==> src/rtl/a0_uart_monitor_if.sv <==
// rtl/a0_uart_monitor_if.sv - a0 observation inputs and UART/status outputs of the a0 monitor
interface a0_uart_monitor_if #(
    parameter int FIFO_DEPTH = 4
);
    logic [31:0]                 a0_in;
    logic                        en;
    logic                        tx;
    logic                        busy;
    logic [$clog2(FIFO_DEPTH):0] fifo_count;
    logic                        overflow;

    modport master (
        output a0_in, en,
        input  tx, busy, fifo_count, overflow
    );

    modport slave (
        input  a0_in, en,
        output tx, busy, fifo_count, overflow
    );
endinterface

==> src/rtl/a0_uart_monitor.sv <==
// rtl/a0_uart_monitor.sv - queues every change of a0 and sends each word LSB byte first over 8N1 UART
// Optional A0_UART_SYNC_EN: prefix each word with a 0xA5 sync byte.
module a0_uart_monitor #(
    parameter int CLKS_PER_BIT = 868,
    parameter int FIFO_DEPTH   = 4
) (
    input logic              clk,
    input logic              rst,
    a0_uart_monitor_if.slave mon
);
    localparam int PW = $clog2(FIFO_DEPTH);
    localparam int CW = PW + 1;
    localparam int TW = $clog2(CLKS_PER_BIT);
`ifdef A0_UART_SYNC_EN
    localparam logic [2:0] LAST_BYTE = 3'd4;
`else
    localparam logic [2:0] LAST_BYTE = 3'd3;
`endif

    typedef enum logic [1:0] {IDLE, START, DATA, STOP} state_t;

    logic [31:0]   mem_q [FIFO_DEPTH];
    logic [31:0]   last_a0_q, last_a0_d;
    logic [PW-1:0] wr_ptr_q, wr_ptr_d, rd_ptr_q, rd_ptr_d;
    logic [CW-1:0] count_q, count_d;
    logic          overflow_q, overflow_d;
    state_t        state_q, state_d;
    logic [31:0]   word_q, word_d;
    logic [2:0]    byte_idx_q, byte_idx_d;
    logic [2:0]    bit_idx_q, bit_idx_d;
    logic [TW-1:0] timer_q, timer_d;
    logic          tx_q, tx_d;
    logic          busy_q, busy_d;

    logic          timer_done;
    logic          pop;
    logic          push_req;
    logic          push_ok;
    logic [7:0]    cur_byte;

    assign timer_done = (timer_q == TW'(CLKS_PER_BIT - 1));
    assign push_req   = mon.en && (mon.a0_in != last_a0_q);

    always_comb begin
        cur_byte = 8'h00;
`ifdef A0_UART_SYNC_EN
        case (byte_idx_q)
            3'd0:    cur_byte = 8'hA5;
            3'd1:    cur_byte = word_q[7:0];
            3'd2:    cur_byte = word_q[15:8];
            3'd3:    cur_byte = word_q[23:16];
            default: cur_byte = word_q[31:24];
        endcase
`else
        case (byte_idx_q)
            3'd0:    cur_byte = word_q[7:0];
            3'd1:    cur_byte = word_q[15:8];
            3'd2:    cur_byte = word_q[23:16];
            default: cur_byte = word_q[31:24];
        endcase
`endif
    end

    always_comb begin
        state_d    = state_q;
        word_d     = word_q;
        byte_idx_d = byte_idx_q;
        bit_idx_d  = bit_idx_q;
        timer_d    = timer_done ? '0 : timer_q + 1'b1;
        tx_d       = tx_q;
        busy_d     = busy_q;
        pop        = 1'b0;

        case (state_q)
            IDLE: begin
                timer_d = '0;
                tx_d    = 1'b1;
                busy_d  = 1'b0;
                if (count_q != '0) begin
                    pop        = 1'b1;
                    word_d     = mem_q[rd_ptr_q];
                    byte_idx_d = 3'd0;
                    state_d    = START;
                    tx_d       = 1'b0;
                    busy_d     = 1'b1;
                end
            end
            START: begin
                if (timer_done) begin
                    state_d   = DATA;
                    bit_idx_d = 3'd0;
                    tx_d      = cur_byte[0];
                end
            end
            DATA: begin
                if (timer_done) begin
                    if (bit_idx_q == 3'd7) begin
                        state_d = STOP;
                        tx_d    = 1'b1;
                    end else begin
                        bit_idx_d = bit_idx_q + 3'd1;
                        tx_d      = cur_byte[bit_idx_d];
                    end
                end
            end
            default: begin
                if (timer_done) begin
                    if (byte_idx_q != LAST_BYTE) begin
                        byte_idx_d = byte_idx_q + 3'd1;
                        state_d    = START;
                        tx_d       = 1'b0;
                    end else if (count_q != '0) begin
                        // Next word follows straight after the stop bit.
                        pop        = 1'b1;
                        word_d     = mem_q[rd_ptr_q];
                        byte_idx_d = 3'd0;
                        state_d    = START;
                        tx_d       = 1'b0;
                    end else begin
                        state_d = IDLE;
                        tx_d    = 1'b1;
                        busy_d  = 1'b0;
                    end
                end
            end
        endcase
    end

    always_comb begin
        last_a0_d  = mon.a0_in;
        wr_ptr_d   = wr_ptr_q;
        rd_ptr_d   = rd_ptr_q;
        count_d    = count_q;
        overflow_d = overflow_q;
        // A full queue still accepts a word if the FSM frees a slot this cycle.
        push_ok    = push_req && ((count_q < CW'(FIFO_DEPTH)) || pop);
        if (push_req && !push_ok) begin
            overflow_d = 1'b1;
        end
        if (push_ok) begin
            wr_ptr_d = wr_ptr_q + 1'b1;
        end
        if (pop) begin
            rd_ptr_d = rd_ptr_q + 1'b1;
        end
        case ({push_ok, pop})
            2'b10:   count_d = count_q + 1'b1;
            2'b01:   count_d = count_q - 1'b1;
            default: count_d = count_q;
        endcase
    end

    always_ff @(posedge clk) begin
        if (push_ok) begin
            mem_q[wr_ptr_q] <= mon.a0_in;
        end
    end

    always_ff @(posedge clk or negedge rst) begin
        if (!rst) begin
            last_a0_q  <= '0;
            wr_ptr_q   <= '0;
            rd_ptr_q   <= '0;
            count_q    <= '0;
            overflow_q <= 1'b0;
            state_q    <= IDLE;
            word_q     <= '0;
            byte_idx_q <= 3'd0;
            bit_idx_q  <= 3'd0;
            timer_q    <= '0;
            tx_q       <= 1'b1;
            busy_q     <= 1'b0;
        end else begin
            last_a0_q  <= last_a0_d;
            wr_ptr_q   <= wr_ptr_d;
            rd_ptr_q   <= rd_ptr_d;
            count_q    <= count_d;
            overflow_q <= overflow_d;
            state_q    <= state_d;
            word_q     <= word_d;
            byte_idx_q <= byte_idx_d;
            bit_idx_q  <= bit_idx_d;
            timer_q    <= timer_d;
            tx_q       <= tx_d;
            busy_q     <= busy_d;
        end
    end

    assign mon.tx         = tx_q;
    assign mon.busy       = busy_q;
    assign mon.fifo_count = count_q;
    assign mon.overflow   = overflow_q;
endmodule

==> src/flat_wrapper.sv <==
// flat-port wrapper written by rule: the top's interface ports become plain ports
module a0_uart_monitor_flat 
#(
    parameter int CLKS_PER_BIT = 868,
    parameter int FIFO_DEPTH   = 4
)
  (clk, rst, mon_a0_in, mon_en, mon_tx, mon_busy, mon_fifo_count, mon_overflow);
  a0_uart_monitor_if #(.FIFO_DEPTH(FIFO_DEPTH)) mon_i ();
  input logic clk;
  input logic rst;
  input wire logic [$bits(mon_i.a0_in)-1:0] mon_a0_in;
  input wire logic [$bits(mon_i.en)-1:0] mon_en;
  output wire logic [$bits(mon_i.tx)-1:0] mon_tx;
  output wire logic [$bits(mon_i.busy)-1:0] mon_busy;
  output wire logic [$bits(mon_i.fifo_count)-1:0] mon_fifo_count;
  output wire logic [$bits(mon_i.overflow)-1:0] mon_overflow;
  assign mon_i.a0_in = mon_a0_in;
  assign mon_i.en = mon_en;
  assign mon_tx = mon_i.tx;
  assign mon_busy = mon_i.busy;
  assign mon_fifo_count = mon_i.fifo_count;
  assign mon_overflow = mon_i.overflow;
  a0_uart_monitor #(.CLKS_PER_BIT(CLKS_PER_BIT), .FIFO_DEPTH(FIFO_DEPTH)) u_core (.clk(clk), .rst(rst), .mon(mon_i));
endmodule
==> config.mk <==
export PLATFORM = sky130hd
export DESIGN_NAME = a0_uart_monitor_flat
export DESIGN_NICKNAME = d
export VERILOG_FILES = /design/src/rtl/a0_uart_monitor_if.sv /design/src/rtl/a0_uart_monitor.sv /design/src/flat_wrapper.sv
export SDC_FILE = /design/constraint.sdc
export NUM_CORES = 1
export LEC_CHECK = 0
export BUFFER_PORTS_ARGS = -buffer_cell sky130_fd_sc_hd__buf_2
export CAP_MARGIN = 30
export CORE_MARGIN = 2
export CORE_UTILIZATION = 41
export CTS_CLUSTER_SIZE = 12
export DETAILED_ROUTE_END_ITERATION = 12
export PLACE_DENSITY = 0.65
export SETUP_SLACK_MARGIN = 0.2
export SLEW_MARGIN = 20
export SYNTH_ARGS = -nofsm -noshare
export SYNTH_HDL_FRONTEND = slang
export SYNTH_SLANG_ARGS = --single-unit
==> constraint.sdc <==
create_clock -name clk -period 2.64 [get_ports clk]
set_input_delay 0.264 -clock clk [delete_from_list [all_inputs] [get_ports clk]]
set_output_delay 0.264 -clock clk [all_outputs]
set_load 0.01 [all_outputs]
# Word level (Yosys, flattened, before mapping)
# Memories as Yosys holds them, arrays and structs flattened.
# Index checks and enable logic that the tools add are counted.
op_classes:
  eq_ne: 17
  bitwise: 1
  div: 0
  reduce_logical: 18
  add_sub_neg: 7
  mux: 43
  shifts: 0
  order_cmp: 2
  multipliers: 0
op_table:
  columns: ["operator", "count"]
  rows:
  - ["$mux W32", 3]
  - ["$pmux W32 S2", 1]
  - ["$ne A32 B32 Y1", 1]
  - ["$pmux W8 S3", 1]
  - ["$mux W10", 2]
  - ["$mux W3", 6]
  - ["$pmux W3 S2", 3]
  - ["$mux W1", 16]
  - ["$mux W2", 6]
  - ["$add A10 B1 Y10 const B", 1]
  - ["$eq A10 B10 Y1 const B", 1]
  - ["$add A3 B1 Y3 const B", 3]
  - ["$ne A2 B1 Y1 const B", 4]
  - ["$reduce_and A4 Y1", 2]
  - ["$ne A2 B2 Y1 const B", 3]
  - ["$pmux W2 S3", 1]
  - ["$reduce_and A3 Y1", 2]
  - ["$reduce_bool A2 Y1", 3]
  - ["$reduce_and A5 Y1", 1]
  - ["$add A2 B1 Y2 const B", 2]
  - ["$eq A2 B1 Y1 const B", 2]
  - ["$eq A2 B2 Y1 const B", 2]
  - ["$lt A3 B4 Y1 const B", 1]
  - ["$pmux W1 S2", 2]
  - ["other kinds (17)", 19]
totals:
  latch_bits: 0
  wordCells: 101
  ram_bits: 128
  romBits: 0
  mem_count: 1
  ff_bits: 92
  out_inout_bits: 6
memory_table:
  columns: ["name", "words", "word_bits", "rd", "rd_ports_with_merged_regs", "write_ports", "line", "source"]
  rows:
  - ["u_core.mem_q", 4, 32, 1, 0, 1, "a0_uart_monitor.sv:22", "logic [31:0] mem_q [FIFO_DEPTH];"]

# Longest topological paths before layout
logic_depth:
  word_depth: 9
  mapped_depth: 12

# Worst setup path before layout
# No wires, ideal clock.
synth_timing:
  path_kind: "register -> register"
  startpoint: "register u_core.timer_q[0]"
  endpoint: "memory u_core.mem_q[2][0], enable pin"
  t_arrival_ps: 2385
  setup_time_ps: 392
  path_stages_with_launch: 7
  required_time_ps: 2248
  slack_ps: -137
  cell_sequence: "dfrtp_1 ha_1 nor3b_4 nand4_2 and3_4 a211oi_2 and2_1"
synth_via:
  elab_chain_cells: 7
synth_lines:
  columns: ["element", "line", "source"]
  rows:
  - ["start, declared", "a0_uart_monitor.sv:31", "logic [TW-1:0] timer_q, timer_d;"]
  - ["start signal, assigned", "a0_uart_monitor.sv:183", "timer_q <= timer_d;"]
  - ["$eq A10 B10 Y1", "a0_uart_monitor.sv:41", "assign timer_done = (timer_q == TW'(CLKS_PER_BIT - 1));"]
  - ["$mux W1", "a0_uart_monitor.sv:107", "if (timer_done) begin"]
  - ["$pmux W1 S2", "a0_uart_monitor.sv:74", "case (state_q)"]
  - ["$logic_or A1 B1 Y1", "a0_uart_monitor.sv:136", "push_ok = push_req && ((count_q < CW'(FIFO_DEPTH)) || pop);"]
  - ["$logic_and A1 B1 Y1", "a0_uart_monitor.sv:136", null]
  - ["$mux W1", "a0_uart_monitor.sv:154", "if (push_ok) begin"]
  - ["$mux W1 (implied by the code)", "a0_uart_monitor.sv:155", "mem_q[wr_ptr_q] <= mon.a0_in;"]
  - ["end, declared", "a0_uart_monitor.sv:22", null]
# No other way between the ends.

# Worst setup path after layout
layout_timing:
  startpoint: "input mon_a0_in[17]"
  endpoint: "register u_core.count_q[2] (netlist: u_core.mon.fifo_count[2])"
layout_via:
  elab_chain_cells: 5
layout_lines:
  columns: ["element", "line", "source"]
  rows:
  - ["start, declared", "flat_wrapper.sv:11", "input wire logic [$bits(mon_i.a0_in)-1:0] mon_a0_in;"]
  - ["$ne A32 B32 Y1 (*)", "a0_uart_monitor.sv:42", "assign push_req = mon.en && (mon.a0_in != last_a0_q);"]
  - ["$logic_and A1 B1 Y1 (*)", "a0_uart_monitor.sv:42", null]
  - ["$logic_and A1 B1 Y1 (*)", "a0_uart_monitor.sv:136", null]
  - ["$eq A2 B1 Y1 / $eq A2 B2 Y1 (equally long branches)", "a0_uart_monitor.sv:146", "case ({push_ok, pop})"]
  - ["$pmux W3 S2 / $reduce_bool A2 Y1 (equally long branches)", null, null]
  - ["end signal, assigned", "a0_uart_monitor.sv:177", "count_q <= count_d;"]
  - ["end, declared", "a0_uart_monitor.sv:25", "logic [CW-1:0] count_q, count_d;"]
# Mark *: on every way between the ends. The rest lies on a longest branch, timed or not.
# A chain may end at the register's enable or synchronous reset.

==> results.cfg <==
[critical_path]
max_stage_delay_ps = 550
arrival_ps = 2900
worstSetupStartpointType = input port
r2r_end = u_core.mon.fifo_count[2]$_DFFE_PN0P_
worstRegToRegCells = 12
critPathBufInv = 5
cpLargestDelayFamily = buffers and inverters
crit_fanout = 4
cp_cell_sequence = dlygate4sd3_1 > buf_6 > xnor2_2 > nand4_1 > nor4_2 > buf_4 > a211oi_4 > inv_1 > ha_2 > inv_1 > fa_2 > xor2_1 > nor2_1 > xor2_1
criticalPathCategory = input port to register
worst_path_max_delay_cell = dlygate4sd3_1
cp.required_ps = 3080
regToRegStartpoint = u_core.last_a0_q[19]$_DFF_PN0_
reg2reg_slack_ps = 220
end_kind = register

[power_and_ir_drop]
p_per_area_nw_per_um2 = 1040
power_switching_w = 0.00337
p_leak_nw = 4.03
vdd_drop_max_uv = 626
p_clk_share_pct = 26.7
internal_power_w = 0.00790
p_comb_share_pct = 30.3
seqPwrFrac_pct = 43.0
switching_share_pct = 29.9

[min_path]
hold_class = input port to register
min-delay-start = mon_en
worstHoldPathCells = 2
min_to = u_core.mon.overflow$_DFFE_PN0P_

[place]
placed_cells = 831
post-place-ws_ps = -78.4
portBuffers = 40
placedInstanceArea_um2 = 9590
gp_congestion = 0.847
dpl.hpwl_um = 11100

[clock_tree]
cts_max_level = 1
clkTransAtPathRegs_ps = 60
cts-buffers-inserted = 23
cts_tree = yes
clock_latency_ps = 520
cts_buffer_depth = 3
clock-sinks = 220
cts-root-buf = clkbuf_16

[grt]
grt_pass1_wl_um = 28500
use_met2_pct = 27.6
grt_max_degree = 40
grt_busiest_layer = met2
grt_pass1_vias = 5061
grtUsageMet1_pct = 22.2
grtUsageMet3_pct = 2.75
track_usage_pct = 16.4
grt_remaining_overflow = 0
antenna_found_initial = 1

[floorplanning]
die_h_um = 152
coreArea_um2 = 21200
dieArea_um2 = 23000
rows = 53
dieWidth_um = 152
pin_count = 41
initial_utilization_pct = 42.1

[synthesis]
synth_top_area_share_pct = 43.0
avgSynthCellArea_um2 = 17.3
syn_nets = 567
synthTopCellsByArea = edfxtp_1 43%, dfrtp_1 26%, mux4_2 8.1%, mux2_2 4.0%, xnor2_1 3.8%
synth.distinct_cells = 62
ys_seq_elements = 220
yosys.area.top_type = edfxtp_1
yosys_warnings = 0
ys.flop_type = edfxtp_1
syn_inst = 515
ys_seq_area_share_pct = 68.8
synthesis.area_um2 = 8930
synth_edf_count = 128
async_reset_ff_share_pct = 41.8

[timing]
hold_viol_final = 0
rsz0062_at_grt = true
worst_pin_slew_ps = 567
slew-limit-headroom_pct = 62.2
finalClockSkew_ps = 14.1
finalHoldWorstSlack_ps = 12.9
setup_viol = 0
layout_min_cycle_time_ps = 2460
drv_slew = 0
setup_slack_ps = 178
fin_crit_sh_pct = 93.3
clock.fmax_ghz = 0.406

[detailed_routing]
drt-total-wl_um = 18100
drt-vias-per-instance = 5.27
dr.first_iter.drc_count = 323
vias = 4815
ant_nets = 0
firstDrtPassIters = 4
wl_per_cell_um = 19.8
post-route-drc-count = 0

[flow_run]
drv_cap = 0

[final_layout]
nets = 675
num_antenna_cells = 0
area_growth_pct = 21.2
postLayoutCellArea_um2 = 10800
fin_cells = 914
drive_gt1_share_pct = 31.3

[outcome]
status = finished, final reports clean
[registers in the layout, summed over array words and instances (netlist names), 3 cells and up]
| register | flops |
|---|---|
| u_core.mon.fifo_count | 3 |
| u_core.bit_idx_q | 3 |
| u_core.byte_idx_q | 3 |
| u_core.word_q | 32 |
| u_core.last_a0_q | 32 |
| u_core.timer_q | 10 |
| u_core.mem_q | 128 |
[what timing repair did]
item / in CTS / in global routing
pin swaps: 6 / 8
setup buffers: 1 / 8
hold buffers: 33 / 0
endpoints found under the setup margin: 3 / 129
endpoints found under the hold margin: 136 / 0
resized for setup: 8 / 24
[area by class of cell]
| cell class | instances | area [um2] |
|---|---|---|
| inverters | 16 | 60.1 |
| multi-input cells | 260 | 2720 |
| clock buffers | 36 | 634 |
| well taps | 275 | 344 |
| flip-flops and latches | 220 | 6150 |
| repair buffers | 102 | 850 |
| fillers | 1752 | 10400 |
| clock inverters | 5 | 65.1 |
[cells by family after synthesis]
group | Yosys count | synth area share (%)
AOI/OAI and AO/OA | 58 | 4.72
xor gates and xnor gates | 46 | 4.51
adders and majority gates | 17 | 2.47
buffers and inverters | 35 | 2.09
DFF | 220 | 68.8
muxes | 68 | 12.6
and+or+nand+nor | 71 | 4.75
[Yosys cell counts, types with 3 or more instances]
| cell | instances |
|---|---|
| nand2_1 | 12 |
| xnor2_1 | 39 |
| mux4_2 | 32 |
| dfrtp_1 | 91 |
| a21oi_1 | 11 |
| ha_1 | 16 |
| buf_6 | 5 |
| buf_2 | 7 |
| clkbuf_1 | 5 |
| xor2_1 | 7 |
| and2_1 | 7 |
| nand2b_1 | 3 |
| edfxtp_1 | 128 |
| mux2_2 | 32 |
| nand4_1 | 10 |
| nor2_1 | 15 |
| nor3_1 | 4 |
| o211ai_1 | 4 |
| a222oi_1 | 5 |
| o21ai_0 | 9 |
| inv_1 | 16 |
| a22oi_1 | 4 |
| nand3_1 | 4 |
[worst reg2reg max path: cells and delay by family (launching register included)]
family | cells | cell delay (ps)
AO/OA/AOI/OAI | 1 | 70
flip-flops | 1 | 390
buffers and inverters | 3 | 310
AND/OR/NAND/NOR | 3 | 630
adder cells (fa/ha/maj) | 2 | 500
XOR/XNOR | 3 | 440
[stage by stage]
step / utilization (%) / total power (W) / TNS [ps]
after CTS: 50.3 / 0.0113 / 0
after detailed placement: 45.2 / 0.00823 / -78.4
final: 51.0 / 0.0113 / 0
after global placement: 45.2 / 0.00812 / 0
after floorplan: - / 0.00718 / 0
after global routing: 51.0 / 0.0119 / 0
[per-layer routing]
layer  vias up  share of wire [%]  routed length [um]
met5         -              0.072                  13
met4         2                3.1                 570
met3        32                4.5                 818
met2       123                 49                8970
met1      2471                 43                7750
li1       2187                  -                   -
[power by group through the flow]
stage / clock network (W) / registers [W] / logic (W)
finish: 0.00301 / 0.00485 / 0.00341
global route: 0.00322 / 0.00492 / 0.00372
CTS: 0.00309 / 0.00485 / 0.00340
global placement: 0 / 0.00487 / 0.00325
floorplan: 0 / 0.00477 / 0.00241
detailed placement: 0 / 0.00491 / 0.00332
[worst max path at each step]
stage / start / end / slack, ps / cells after the start
after floorplan: u_core.timer_q[0]$_DFF_PN0_ / u_core.mon.fifo_count[2]$_DFFE_PN0P_ / 220 / 12
after global placement: mon_a0_in[9] / u_core.mon.fifo_count[2]$_DFFE_PN0P_ / 20 / 13
after detailed placement: mon_a0_in[9] / u_core.mon.fifo_count[2]$_DFFE_PN0P_ / -80 / 13
after CTS: u_core.last_a0_q[13]$_DFF_PN0_ / u_core.mon.fifo_count[2]$_DFFE_PN0P_ / 180 / 12
after global routing: mon_a0_in[17] / u_core.mon.fifo_count[2]$_DFFE_PN0P_ / 20 / 14
final: mon_a0_in[17] / u_core.mon.fifo_count[2]$_DFFE_PN0P_ / 180 / 14
[layout by cell type, fill, tap and decap left out, types with 7 or more instances in the layout]
cell type | Yosys | layout
inv_1 | 16 | 16
edfxtp_1 | 128 | 128
dlygate4sd3_1 | 0 | 31
xor2_1 | 7 | 7
o21ai_0 | 9 | 8
xnor2_1 | 39 | 30
mux2_2 | 32 | 32
clkbuf_1 | 5 | 12
nand2_1 | 12 | 12
dfrtp_1 | 91 | 90
a21oi_1 | 11 | 11
xnor2_2 | 0 | 9
nor2_1 | 15 | 15
buf_2 | 7 | 36
nand4_1 | 10 | 10
mux4_2 | 32 | 32
ha_1 | 16 | 9
clkbuf_16 | 0 | 23
buf_4 | 1 | 24
No activity file was read; power rests on OpenSTA's default activity.
